<file path="config.mk">
export PLATFORM = sky130hd
export DESIGN_NAME = mix_columns_engine
export DESIGN_NICKNAME = d
export VERILOG_FILES = /design/src/rtl/mix_columns_engine.sv
export SDC_FILE = /design/constraint.sdc
export NUM_CORES = 1
export LEC_CHECK = 0
export BUFFER_PORTS_ARGS = -buffer_cell sky130_fd_sc_hd__buf_2
export CORE_UTILIZATION = 29
export CTS_CLUSTER_SIZE = 12
export DETAILED_ROUTE_END_ITERATION = 16
export GPL_ROUTABILITY_DRIVEN = 0
export GPL_TIMING_DRIVEN = 0
export PLACE_DENSITY_LB_ADDON = 0.1
export SYNTH_ARGS = -nofsm -noshare
export SYNTH_HDL_FRONTEND = slang
export SYNTH_SLANG_ARGS = --single-unit
</file>
<file path="constraint.sdc">
create_clock -name clk -period 3.65 [get_ports clk]
set_input_delay 0.365 -clock clk [delete_from_list [all_inputs] [get_ports clk]]
set_output_delay 0.365 -clock clk [all_outputs]
set_load 0.01 [all_outputs]
</file>
<file path="src/rtl/mix_columns_engine.sv">
// AES MixColumns / InvMixColumns engine: COLS_PER_CYCLE columns per cycle, valid/ready in and out.
// Define MIXCOL_INV_EN to build the inverse datapath; otherwise in_inv is ignored and all transforms are forward.
module mix_columns_engine #(
    parameter int unsigned COLS_PER_CYCLE = 1
) (
    input  logic         clk,
    input  logic         rst_n,
    input  logic         in_valid,
    output logic         in_ready,
    input  logic [127:0] in_data,
    input  logic         in_inv,
    output logic         out_valid,
    input  logic         out_ready,
    output logic [127:0] out_data,
    output logic         busy
);

    localparam int unsigned NCOLS = 4;
    localparam int unsigned CW    = 2;
    localparam logic [CW-1:0] STEP = CW'(COLS_PER_CYCLE);
    localparam logic [CW-1:0] LAST = CW'(NCOLS - COLS_PER_CYCLE);

    if (COLS_PER_CYCLE != 1 && COLS_PER_CYCLE != 2 && COLS_PER_CYCLE != 4) begin : g_bad_cols
        $error("mix_columns_engine: COLS_PER_CYCLE must be 1, 2 or 4");
    end

    typedef enum logic [1:0] {IDLE, BUSY, DONE} state_t;

    state_t          state, state_nxt;
    logic [CW-1:0]   cnt, cnt_nxt;
    logic [127:0]    src, src_nxt;
    logic [127:0]    res_nxt;
    logic            out_valid_nxt;
    logic            in_ready_nxt;
    logic            busy_nxt;

    function automatic logic [7:0] xtime(input logic [7:0] b);
        return {b[6:0], 1'b0} ^ (b[7] ? 8'h1b : 8'h00);
    endfunction

    // 2a ^ 3b ^ c ^ d; output rows are byte rotations of the input column
    function automatic logic [7:0] fwd_row(input logic [7:0] a, input logic [7:0] b,
                                           input logic [7:0] c, input logic [7:0] d);
        return xtime(a) ^ xtime(b) ^ b ^ c ^ d;
    endfunction

    function automatic logic [31:0] mix_fwd(input logic [31:0] col);
        logic [7:0] s0, s1, s2, s3;
        {s0, s1, s2, s3} = col;
        return {fwd_row(s0, s1, s2, s3), fwd_row(s1, s2, s3, s0),
                fwd_row(s2, s3, s0, s1), fwd_row(s3, s0, s1, s2)};
    endfunction

`ifdef MIXCOL_INV_EN
    logic inv_q, inv_nxt;

    // 0e*a ^ 0b*b ^ 0d*c ^ 09*d built from xtime chains
    function automatic logic [7:0] inv_row(input logic [7:0] a, input logic [7:0] b,
                                           input logic [7:0] c, input logic [7:0] d);
        logic [7:0] a2, a4, a8, b2, b8, c4, c8, d8;
        a2 = xtime(a); a4 = xtime(a2); a8 = xtime(a4);
        b2 = xtime(b); b8 = xtime(xtime(b2));
        c4 = xtime(xtime(c)); c8 = xtime(c4);
        d8 = xtime(xtime(xtime(d)));
        return (a8 ^ a4 ^ a2) ^ (b8 ^ b2 ^ b) ^ (c8 ^ c4 ^ c) ^ (d8 ^ d);
    endfunction

    function automatic logic [31:0] mix_inv(input logic [31:0] col);
        logic [7:0] s0, s1, s2, s3;
        {s0, s1, s2, s3} = col;
        return {inv_row(s0, s1, s2, s3), inv_row(s1, s2, s3, s0),
                inv_row(s2, s3, s0, s1), inv_row(s3, s0, s1, s2)};
    endfunction

    function automatic logic [31:0] xform(input logic [31:0] col, input logic inv);
        return inv ? mix_inv(col) : mix_fwd(col);
    endfunction
`else
    logic unused_in_inv;
    assign unused_in_inv = in_inv;

    function automatic logic [31:0] xform(input logic [31:0] col);
        return mix_fwd(col);
    endfunction
`endif

    // Next-state, datapath and registered-output computation
    always_comb begin
        state_nxt     = state;
        cnt_nxt       = cnt;
        src_nxt       = src;
        res_nxt       = out_data;
        out_valid_nxt = out_valid;
`ifdef MIXCOL_INV_EN
        inv_nxt       = inv_q;
`endif
        case (state)
            IDLE: begin
                out_valid_nxt = 1'b0;
                if (in_valid && in_ready) begin
                    src_nxt   = in_data;
                    cnt_nxt   = '0;
                    state_nxt = BUSY;
`ifdef MIXCOL_INV_EN
                    inv_nxt   = in_inv;
`endif
                end
            end
            BUSY: begin
                for (int unsigned k = 0; k < COLS_PER_CYCLE; k++) begin
`ifdef MIXCOL_INV_EN
                    res_nxt[127 - 32*(32'(cnt) + k) -: 32] =
                        xform(src[127 - 32*(32'(cnt) + k) -: 32], inv_q);
`else
                    res_nxt[127 - 32*(32'(cnt) + k) -: 32] =
                        xform(src[127 - 32*(32'(cnt) + k) -: 32]);
`endif
                end
                cnt_nxt = cnt + STEP;
                if (cnt == LAST) begin
                    state_nxt     = DONE;
                    out_valid_nxt = 1'b1;
                end
            end
            DONE: begin
                if (out_ready) begin
                    out_valid_nxt = 1'b0;
                    state_nxt     = IDLE;
                end
            end
            default: begin
                state_nxt     = IDLE;
                out_valid_nxt = 1'b0;
            end
        endcase
        in_ready_nxt = (state_nxt == IDLE);
        busy_nxt     = (state_nxt != IDLE);
    end

    always_ff @(posedge clk or negedge rst_n) begin
        if (!rst_n) begin
            state     <= IDLE;
            cnt       <= '0;
            src       <= '0;
            out_data  <= '0;
            out_valid <= 1'b0;
            in_ready  <= 1'b1;
            busy      <= 1'b0;
`ifdef MIXCOL_INV_EN
            inv_q     <= 1'b0;
`endif
        end else begin
            state     <= state_nxt;
            cnt       <= cnt_nxt;
            src       <= src_nxt;
            out_data  <= res_nxt;
            out_valid <= out_valid_nxt;
            in_ready  <= in_ready_nxt;
            busy      <= busy_nxt;
`ifdef MIXCOL_INV_EN
            inv_q     <= inv_nxt;
`endif
        end
    end

endmodule
</file>
After elaboration in Yosys (flattened, before gate mapping) --
Cells that the tools add are included.
Storage, ports and cells: register bits after elaboration 263, input port bits 133, output and inout bits 131, logic and storage cells 61
Cells by class: add/sub/neg operators 3, eq/ne operators 6, shift operators 3, multiplexer cells 14, bitwise gates (word level) 20, reductions and logical operators 8
Operators with widths (count):
- 32-bit by 34-bit variable shift with 159-bit output, first input constant | 1
- 159-bit by 33-bit variable part select with 32-bit output | 1
- 32-bit by 34-bit variable part select with 159-bit output | 1
- 128-bit bitwise mux | 1
- 8-bit XOR | 16
- 32-bit negation with 34-bit output | 1
- 8-bit by 5-bit XOR with 8-bit output | 4
- 5-bit 2-to-1 mux | 4
- 2-bit 2-to-1 mux | 4
- 7-bit by 7-bit subtractor with 8-bit output, first input constant | 1
- 2-bit inequality test, second input constant | 3
- 2-bit case mux with 3 select lines | 1
- 2-bit AND reduction | 3
- 2-bit == test, second input constant | 2
- 2-bit logical NOT | 2
- 2-bit case mux with 2 select lines | 1
- 2-bit nonzero test | 2
- 2-bit by 1-bit adder with 2-bit output, second input constant | 1
- 2-bit by 1-bit == test with 1-bit output, second input constant | 1
- 1-bit 2-to-1 mux | 2
- 1-bit case mux with 2 select lines | 1
- 1-bit logical AND | 1

Depth between registers and ports, before layout --
Gate-level depths: netlist of run 1.
depth in word-level cells 10, gate-level depth with buffers 8, gate-level depth less buffers 5

Worst setup path before layout of run 1 --
No wires, ideal clock.
kind reg-to-reg, start register cnt[0], end register out_data[2], library setup time 0.077 ns, arrival 2.105 ns, required time 3.573 ns, slack 1.468 ns, stages on the path, launching flop included 7, path buffers 2, clock period less this slack 2.182 ns, path through dfrtp_1 -> buf_6 -> buf_12 -> mux4_2 -> xnor2_2 -> xnor3_2 -> o21ai_1
On the way: cells in the longest elaborated chain, start to end 10, elaborated cells between the ends (all ways) 30, those cells by class 2 x add/sub; 3 x shift; 5 x mux; 20 x bitwise
RTL lines:
- from (decl) | RTL line 30 | logic [CW-1:0] cnt, cnt_nxt;
- from (signal assigned) | RTL line 154 | cnt <= cnt_nxt;
- 7-bit by 7-bit subtractor with 8-bit output * | RTL line 115, 116
- 159-bit by 33-bit variable part select with 32-bit output | RTL line 116 | xform(src[127 - 32*(32'(cnt) + k) -: 32]);
- 5-bit 2-to-1 mux | RTL line 38 | return {b[6:0], 1'b0} ^ (b[7] ? 8'h1b : 8'h00);
- 8-bit by 5-bit XOR with 8-bit output | RTL line 38
- 8-bit XOR (4 in a row) | RTL line 44 | return xtime(a) ^ xtime(b) ^ b ^ c ^ d;
- 32-bit by 34-bit variable part select with 159-bit output | RTL line 115 | res_nxt[127 - 32*(32'(cnt) + k) -: 32] =
- 128-bit bitwise mux * | RTL line 115
- to (signal assigned) | RTL line 156 | out_data <= res_nxt;
- to (decl) | RTL line 14 | output logic [127:0] out_data,
Mark *: on every way between the ends. The rest lies on a longest branch, timed or not. A chain may end at the register's enable or synchronous reset.

Worst setup path in the final report of run 1 --
start register cnt[0], end register out_data[29]
Same word-level chain as after synthesis.

==> results_dict.tcl, run 1 <==
set metrics [dict create \
    drtAntennaViolNets 0 \
    relSlewSlack 0.371 \
    avgRoutedWirePerCell_um 20.1 \
    crit_chain "buf_6, buf_12, mux4_2, xnor3_1, xnor2_1, o21ai_0" \
    critPathBufInv 2 \
    hold_path_class "primary input to flip-flop" \
    nFillCells 4169 \
    post_cts_buffers 0 \
    syn-num-nets 1242 \
    max_stage_delay_ps 750 \
    period_minus_slack_ps 3020 \
    num_vias 9090 \
    status "finished, final reports clean" \
    grt_pass1_vias 9459 \
    instances_no_fill 2028 \
    dp_hpwl_um 29900 \
    nets 1616 \
    yosys_most_used_dff "dfrtp_1" \
    numCtsBuffers 31 \
    dp.cells 1894 \
    crit_path_start_kind "flip-flop" \
    clk_path_buf_depth 3 \
    core_region_area_sq_um 40000 \
    numClockSinks 263 \
    yosys_warnings 0 \
    tightestPinTransition_ps 937 \
    final_hold_viol_count 0 \
    design_area_sq_um 15600 \
    ys_seq_elements 263 \
    die_width_um 204 \
    rsz0062_at_grt "no" \
    wirelength_um 40700 \
    synth_edf_count 0 \
    cts_tree "yes" \
    clock_latency_ps 560 \
    drcViolationCount 0 \
    syn_area_sq_um 11800 \
    htree_levels 1 \
    path_delay_family "XOR/XNOR gates" \
    syn2layout_area_growth_pct 31.9 \
    drive_above_1_share 0.250 \
    port_buffers 262 \
    grtUsageTotal 0.198 \
    design.portCount 264 \
    synth.avg_cell_area_sq_um 10.7 \
    overflow 0 \
    first_pass_iters 5 \
    netlist_instances 1105 \
    yosysSeqAreaShare 0.557 \
    antenna_found_initial 0 \
    whs_ps 22.4 \
    cap_violations 0 \
    start_util 0.295 \
    crit_arrival_ps 3430 \
    slew_violations 0 \
    die_area_sq_um 41600 \
    timing.fmax_ghz 0.331 \
    clkSlewWorstSetupHoldPaths_ps 60 \
    finalClockSkew_ps 10.7 \
    cp-end-kind "flip-flop" \
    place_area_sq_um 13900 \
    grt_pass1_wl_um 60600 \
    utilization 0.390 \
    grt_max_degree 114 \
    synth.distinct_cells 31 \
    antenna_cells 0 \
    rows 73 \
    worst_ep_required_time_ps 4060 \
    rrSetupSlack_ps 630 \
    slowest_stage "xnor2_1" \
    root_buffer "clkbuf_16" \
    finalSetupViolCount 0 \
    drtIter0Drc 483 \
    avgViaCountPerCell 4.48 \
    crit_path_max_fanout 10 \
    path_class "flip-flop to flip-flop" \
    post-route-period-util 0.828 \
    die-height_um 204 \
    async_reset_ff_frac 1.00 \
]
-- timing repair --
item	4_1_cts	5_1_grt
hold buffers	77	0
resized for setup	0	0
hold endpoints to repair	115	0
-- placed cells by master (no fill, tap or decap), types with 2 or more instances in the layout --
cell           synthesis  layout
clkbuf_1              52      59
inv_1                  4       4
o21ai_0               41      41
ha_1                   4       4
buf_6                  2       2
dfrtp_1              262     262
xnor2_2               14      14
nand3_1                3       3
clkinv_2               0      10
xnor2_4                3       3
nand2_1              520     520
xnor3_1               33      33
buf_12                 2       2
xnor3_2                2       2
clkbuf_16              0      31
buf_2                  4     265
xor2_1                 2       2
mux4_1                 3       3
buf_16                 0       2
xor3_1                 8       8
mux4_2                29      29
clkbuf_8               3      11
xnor2_1               11      11
o21ai_1               90      90
nand4_1                4       4
dlygate4sd3_1          0      77
-- final timing paths --
check                            start            end  cells past startpoint
min reg2reg                    src[33]        src[33]                      2
min                        in_data[69]        src[69]                      3
min in group asynchronous        rst_n  out_data[125]                      2
max reg2reg                     cnt[0]   out_data[29]                      6
max                             cnt[0]   out_data[29]                      6
max in group asynchronous        rst_n        src[66]                      3
-- layout make-up --
| type | count | area (sq um) | share of cell area |
|---|---|---|---|
| clock inverters | 11 | 58.8 | 0.00377 |
| repair buffers | 341 | 2150 | 0.138 |
| inverters | 4 | 15.0 | 0.000963 |
| multi-input cells | 774 | 4900 | 0.314 |
| clock buffers | 46 | 912 | 0.0585 |
| flip-flops and latches | 263 | 6580 | 0.422 |
| plain buffers | 64 | 323 | 0.0207 |
| well taps | 525 | 657 | 0.0421 |
-- kinds of logic after synthesis --
group | after synthesis | share of synthesized area
compound gates | 132 | 0.0561
xor+xnor | 74 | 0.121
fa+ha+maj | 4 | 0.00423
buf+inv | 68 | 0.0286
flops | 263 | 0.557
mux | 32 | 0.0619
simple gates | 532 | 0.171
-- cells in the mapped netlist, types with 2 or more instances --
| cell type | number | area [sq um] |
|---|---|---|
| xnor2_1 | 11 | 96.3 |
| inv_1 | 4 | 15.0 |
| nand3_1 | 3 | 15.0 |
| clkbuf_1 | 52 | 195 |
| o21ai_0 | 41 | 205 |
| clkbuf_8 | 3 | 41.3 |
| xnor3_2 | 2 | 47.6 |
| ha_1 | 4 | 50.1 |
| nand2_1 | 520 | 1950 |
| o21ai_1 | 90 | 450 |
| xnor3_1 | 33 | 743 |
| buf_2 | 4 | 20.0 |
| mux4_2 | 29 | 653 |
| nand4_1 | 4 | 25.0 |
| mux4_1 | 3 | 78.8 |
| xor3_1 | 8 | 190 |
| dfrtp_1 | 262 | 6560 |
| buf_12 | 2 | 40.0 |
| xor2_1 | 2 | 17.5 |
| buf_6 | 2 | 22.5 |
| xnor2_4 | 3 | 82.6 |
| xnor2_2 | 14 | 228 |
-- state kept, by name, summed over array words and instances (netlist names) --
| register | cells |
|---|---|
| busy | 1 |
| state | 2 |
| out_data | 128 |
| cnt | 2 |
| out_valid | 1 |
| in_ready | 1 |
| src | 128 |
-- per-stage QoR --
step | setup WS, ps | setup TNS (ps)
4_1_cts | 550 | 0
5_1_grt | 454 | 0
6_report | 628 | 0
3_3_place_gp | -2990 | -774870
2_1_floorplan | 1470 | 0
3_5_place_dp | 571 | 0
-- worst reg2reg max path, cell delays in order (launching register included) --
cell and delay [ps]:
dfrtp_1 400, buf_6 230, buf_12 200, mux4_2 620, xnor3_1 450, xnor2_1 750
o21ai_0 210
-- per-layer routing --
layer  vias up  GRT usage  wire length [um]
li1       4360          -                 -
met5         -          0                 0
met3        41     0.0274              1910
met1      4464      0.278             19000
met2       225      0.324             19000
met4         0     0.0470               738
Power of run 1 is not shown: default switching activity piles up to over one toggle a cycle in this logic, so the estimate is an artifact.
==> inputs of run 2 (changes only) <==
==> constraint.sdc (replaced) <==
create_clock -name clk -period 2.7 [get_ports clk]
set_input_delay 0.27 -clock clk [delete_from_list [all_inputs] [get_ports clk]]
set_output_delay 0.27 -clock clk [all_outputs]
set_load 0.01 [all_outputs]
==> results_dict.tcl, run 2 (synthesis results as in run 1) <==
set metrics [dict create \
    timing.fmax_ghz 0.382 \
    first_pass_iters 5 \
    max_stage_delay_ps 680 \
    slowest_stage "mux4_2" \
    crit_path_max_fanout 10 \
    tns_ps 0 \
    cp-end-kind "flip-flop" \
    die_width_um 204 \
    dp_worst_setup_slack_ps -379 \
    htree_levels 1 \
    slew_violations 0 \
    final_cell_mix "520 x nand2_1, 264 x buf_2, 262 x dfrtp_1" \
    design.portCount 264 \
    avgRoutedWirePerCell_um 19.9 \
    clkSlewWorstSetupHoldPaths_ps 60 \
    crit_chain "buf_12, buf_12, mux4_2, xnor2_4, xnor3_1, o21ai_1" \
    wirelength_um 41600 \
    nets 1677 \
    layout_commonest_cell "nand2_1" \
    clock_latency_ps 560 \
    top_regs "out_data: 128 flops, src: 128 flops" \
    root_buffer "clkbuf_16" \
    path_delay_family "XOR/XNOR gates" \
    path_class "flip-flop to flip-flop" \
    die-height_um 204 \
    cts_tree "yes" \
    cp_common_cell "buf_12" \
    crit_path_start_kind "flip-flop" \
    grt_max_degree 114 \
    grt_pass1_wl_um 62100 \
    tightestPinTransition_ps 719 \
    post-route-period-util 0.970 \
    numCtsBuffers 31 \
    path_depth 6 \
    cap_violations 0 \
    finalSetupViolCount 0 \
    drcViolationCount 0 \
    clk_path_buf_depth 3 \
    status "finished, final reports clean" \
    die_area_sq_um 41600 \
    drtIter0Drc 457 \
    worst_slack_ps 82.2 \
    seq_area_sq_um 6580 \
    place_area_sq_um 13900 \
    antenna_found_initial 0 \
    avgViaCountPerCell 4.49 \
    start_util 0.295 \
    num_vias 9377 \
    antenna_cells 0 \
    syn2layout_area_growth_pct 38.5 \
    overflow 0 \
    rows 73 \
    r2r_cells 6 \
    relSlewSlack 0.521 \
    design_area_sq_um 16400 \
    grtUsageTotal 0.203 \
    crit_arrival_ps 3100 \
    worst_ep_required_time_ps 3180 \
    final_hold_viol_count 0 \
    nFillCells 4090 \
    finalClockSkew_ps 10.9 \
    grt_pass1_vias 9883 \
    drtAntennaViolNets 0 \
    multiInputGateArea_sq_um 5030 \
    drive_above_1_share 0.258 \
    dp_hpwl_um 29900 \
    hold_path_class "primary input to async pin" \
    critPathBufInv 2 \
    numClockSinks 263 \
    utilization 0.409 \
    port_buffers 262 \
    core_region_area_sq_um 40000 \
    period_minus_slack_ps 2620 \
]
[run 2: changes by cell type in the layout (fill, tap and decap cells not counted), moves of 2 or more]
cell           previous run  this run
o21ai_2                   0         2
xnor3_2                   2        11
dlygate4sd3_1            77       130
xnor2_4                   3         7
o21ai_1                  90        88
xnor2_2                  14        19
buf_4                     0         6
xnor3_1                  33        24
xnor2_1                  11         2
[run 2: final cells by class]
cell class / count / share of cell area
clock buffers: 46 / 0.0557
plain buffers: 64 / 0.0209
clock inverters: 11 / 0.00359
well taps: 525 / 0.0401
repair buffers: 402 / 0.169
inverters: 4 / 0.000918
flip-flops and latches: 263 / 0.402
multi-input cells: 774 / 0.307
[run 2: timing repair]
item | in CTS | in global routing
buffers inserted | 0 | 7
setup endpoints to repair | 42 | 47
pin swaps | 0 | 4
cloned | 0 | 1
hold buffers | 130 | 0
resized for setup | 14 | 14
hold endpoints to repair | 169 | 0
[run 2: per-layer routing]
layer,wire [um],part of all wire,global-route usage
met1,19300,0.47,0.282
met4,860,0.021,0.0524
met3,1640,0.039,0.0257
met5,0,0,0
met2,19700,0.47,0.334
[run 2: path summary, 6_finish.rpt]
kind,start,slack [ps],end
setup reg to reg,cnt[0],80,out_data[53]
hold reg to reg,src[60],470,src[60]
max in group asynchronous,rst_n,1580,src[69]
min in group clk,in_data[46],430,src[46]
setup / recovery,cnt[0],80,out_data[53]
hold / removal,rst_n,190,out_data[125]
[run 2: stage by stage]
stage / std cells / hold WS [ps]
finish: 2089 / 187
global route: 2089 / 189
CTS: 2081 / 173
detailed placement: 1894 / 185
global placement: 1892 / 452
floorplan: 1105 / -25.6
Power of run 2 is left out for the same reason.
==> inputs of run 3 (changes only) <==
--- a/config.mk
+++ b/config.mk
@@ -6,7 +6,7 @@
 export NUM_CORES = 1
 export LEC_CHECK = 0
 export BUFFER_PORTS_ARGS = -buffer_cell sky130_fd_sc_hd__buf_2
-export CORE_UTILIZATION = 29
+export CORE_UTILIZATION = 49
 export CTS_CLUSTER_SIZE = 12
 export DETAILED_ROUTE_END_ITERATION = 16
 export GPL_ROUTABILITY_DRIVEN = 0
==> results_dict.tcl, run 3 (synthesis results as in run 1) <==
set metrics [dict create \
    drtIter0Drc 667 \
    drive_above_1_share 0.242 \
    cts_tree "yes" \
    htree_levels 1 \
    avgRoutedWirePerCell_um 19.1 \
    die_width_um 157 \
    start_util 0.502 \
    antenna_cells 0 \
    crit_path_start_kind "flip-flop" \
    post-route-period-util 0.972 \
    crit_path_max_fanout 10 \
    holdPathStages 4 \
    rrSetupSlack_ps 80 \
    syn2layout_area_growth_pct 33.5 \
    clkSlewWorstSetupHoldPaths_ps 60 \
    rsz0062_at_grt "yes" \
    period_minus_slack_ps 2620 \
    grt_pass1_vias 9572 \
    whs_ps 19.1 \
    hold_path_class "primary input to flip-flop" \
    utilization 0.670 \
    drtAntennaViolNets 0 \
    timing.fmax_ghz 0.381 \
    top_regs "out_data: 128 flops, src: 128 flops" \
    avgViaCountPerCell 5.11 \
    worstHoldStart "out_ready" \
    numClockSinks 263 \
    numCtsBuffers 28 \
    cp-end-kind "flip-flop" \
    clock_latency_ps 550 \
    grt_max_degree 121 \
    tightestPinTransition_ps 764 \
    root_buffer "clkbuf_16" \
    final_hold_viol_count 0 \
    min_to "out_valid" \
    design.portCount 264 \
    core_region_area_sq_um 23500 \
    drcViolationCount 0 \
    cap_violations 0 \
    wirelength_um 35500 \
    die_area_sq_um 24700 \
    num_vias 9502 \
    grt_pass1_wl_um 54400 \
    nets 1664 \
    design_area_sq_um 15800 \
    reg2reg_from "cnt[0]" \
    antenna_found_initial 0 \
    overflow 0 \
    crit_arrival_ps 3090 \
    worst_ep_required_time_ps 3160 \
    dp_hpwl_um 24100 \
    place_area_sq_um 13600 \
    die-height_um 157 \
    rows 56 \
    status "finished, final reports clean" \
    r2r_cells 6 \
    port_buffers 262 \
    post_cts_buffers 0 \
    first_pass_iters 5 \
    layout_commonest_cell "nand2_1" \
    slew_violations 0 \
    finalSetupViolCount 0 \
    tns_ps 0 \
    relSlewSlack 0.491 \
    grtUsageTotal 0.297 \
    clk_path_buf_depth 3 \
    finalClockSkew_ps 15.6 \
    final_cell_mix "520 x nand2_1, 265 x buf_2, 262 x dfrtp_1" \
    r2r_end "out_data[79]" \
    path_class "flip-flop to flip-flop" \
]
==> run 3: cell types whose count changed in the layout (fill, tap and decap cells not counted), moves of 2 or more <==
cell,delta
clkbuf_1,-3
clkinv_2,-8
clkbuf_16,-3
xnor2_4,-4
xnor2_1,+4
o21ai_2,-2
xnor3_2,-6
o21ai_1,+2
xnor3_1,+6
dlygate4sd3_1,-2
buf_4,-6
==> run 3: routing by layer <==
metal,part of all wire,vias up,track usage
met1,0.42,4632,0.408
met2,0.49,385,0.498
li1,-,4438,-
met4,0.022,0,0.0804
met5,0,-,0
met3,0.071,47,0.0402
==> run 3: stage by stage <==
stage / setup slack (ps) / instances
after floorplan: 518 / 1105
after global placement: -3450 / 1686
after detailed placement: -21.1 / 1688
after CTS: 12.5 / 1860
after global routing: 1.59 / 1860
final: 76.9 / 1860
==> run 3: worst max-delay path by stage <==
| stage | startpoint | cells after the start | endpoint |
|---|---|---|---|
| final | cnt[0] | 6 | out_data[79] |
| after global routing | cnt[0] | 6 | out_data[47] |
| after CTS | cnt[0] | 6 | out_data[26] |
| after detailed placement | cnt[0] | 6 | out_data[29] |
| after global placement | rst_n | 1 | src[11] |
| after floorplan | cnt[0] | 6 | out_data[2] |
==> run 3: layout make-up <==
cell class | count | area, sq um
Tap cell | 319 | 399
Fill cell | 1887 | 7760
Timing Repair Buffer | 392 | 2660
Sequential cell | 263 | 6580
Buffer | 64 | 323
Clock inverter | 4 | 26.3
Inverter | 4 | 15.0
Clock buffer | 40 | 837
Multi-Input combinational cell | 774 | 4940
==> run 3: critical path: stages, from the launching register on <==
cell and delay, ps:
dfrtp_1 400, buf_6 230, buf_12 190, mux4_2 610, xnor2_2 310, xnor3_2 600
o21ai_1 180
==> run 3: timing repair <==
| item | 4_1_cts | 5_1_grt |
|---|---|---|
| gates resized for setup | 2 | 6 |
| hold buffers | 128 | 0 |
| endpoints found under the setup margin | 7 | 17 |
| endpoints found under the hold margin | 156 | 0 |
Power of run 3 is left out for the same reason.
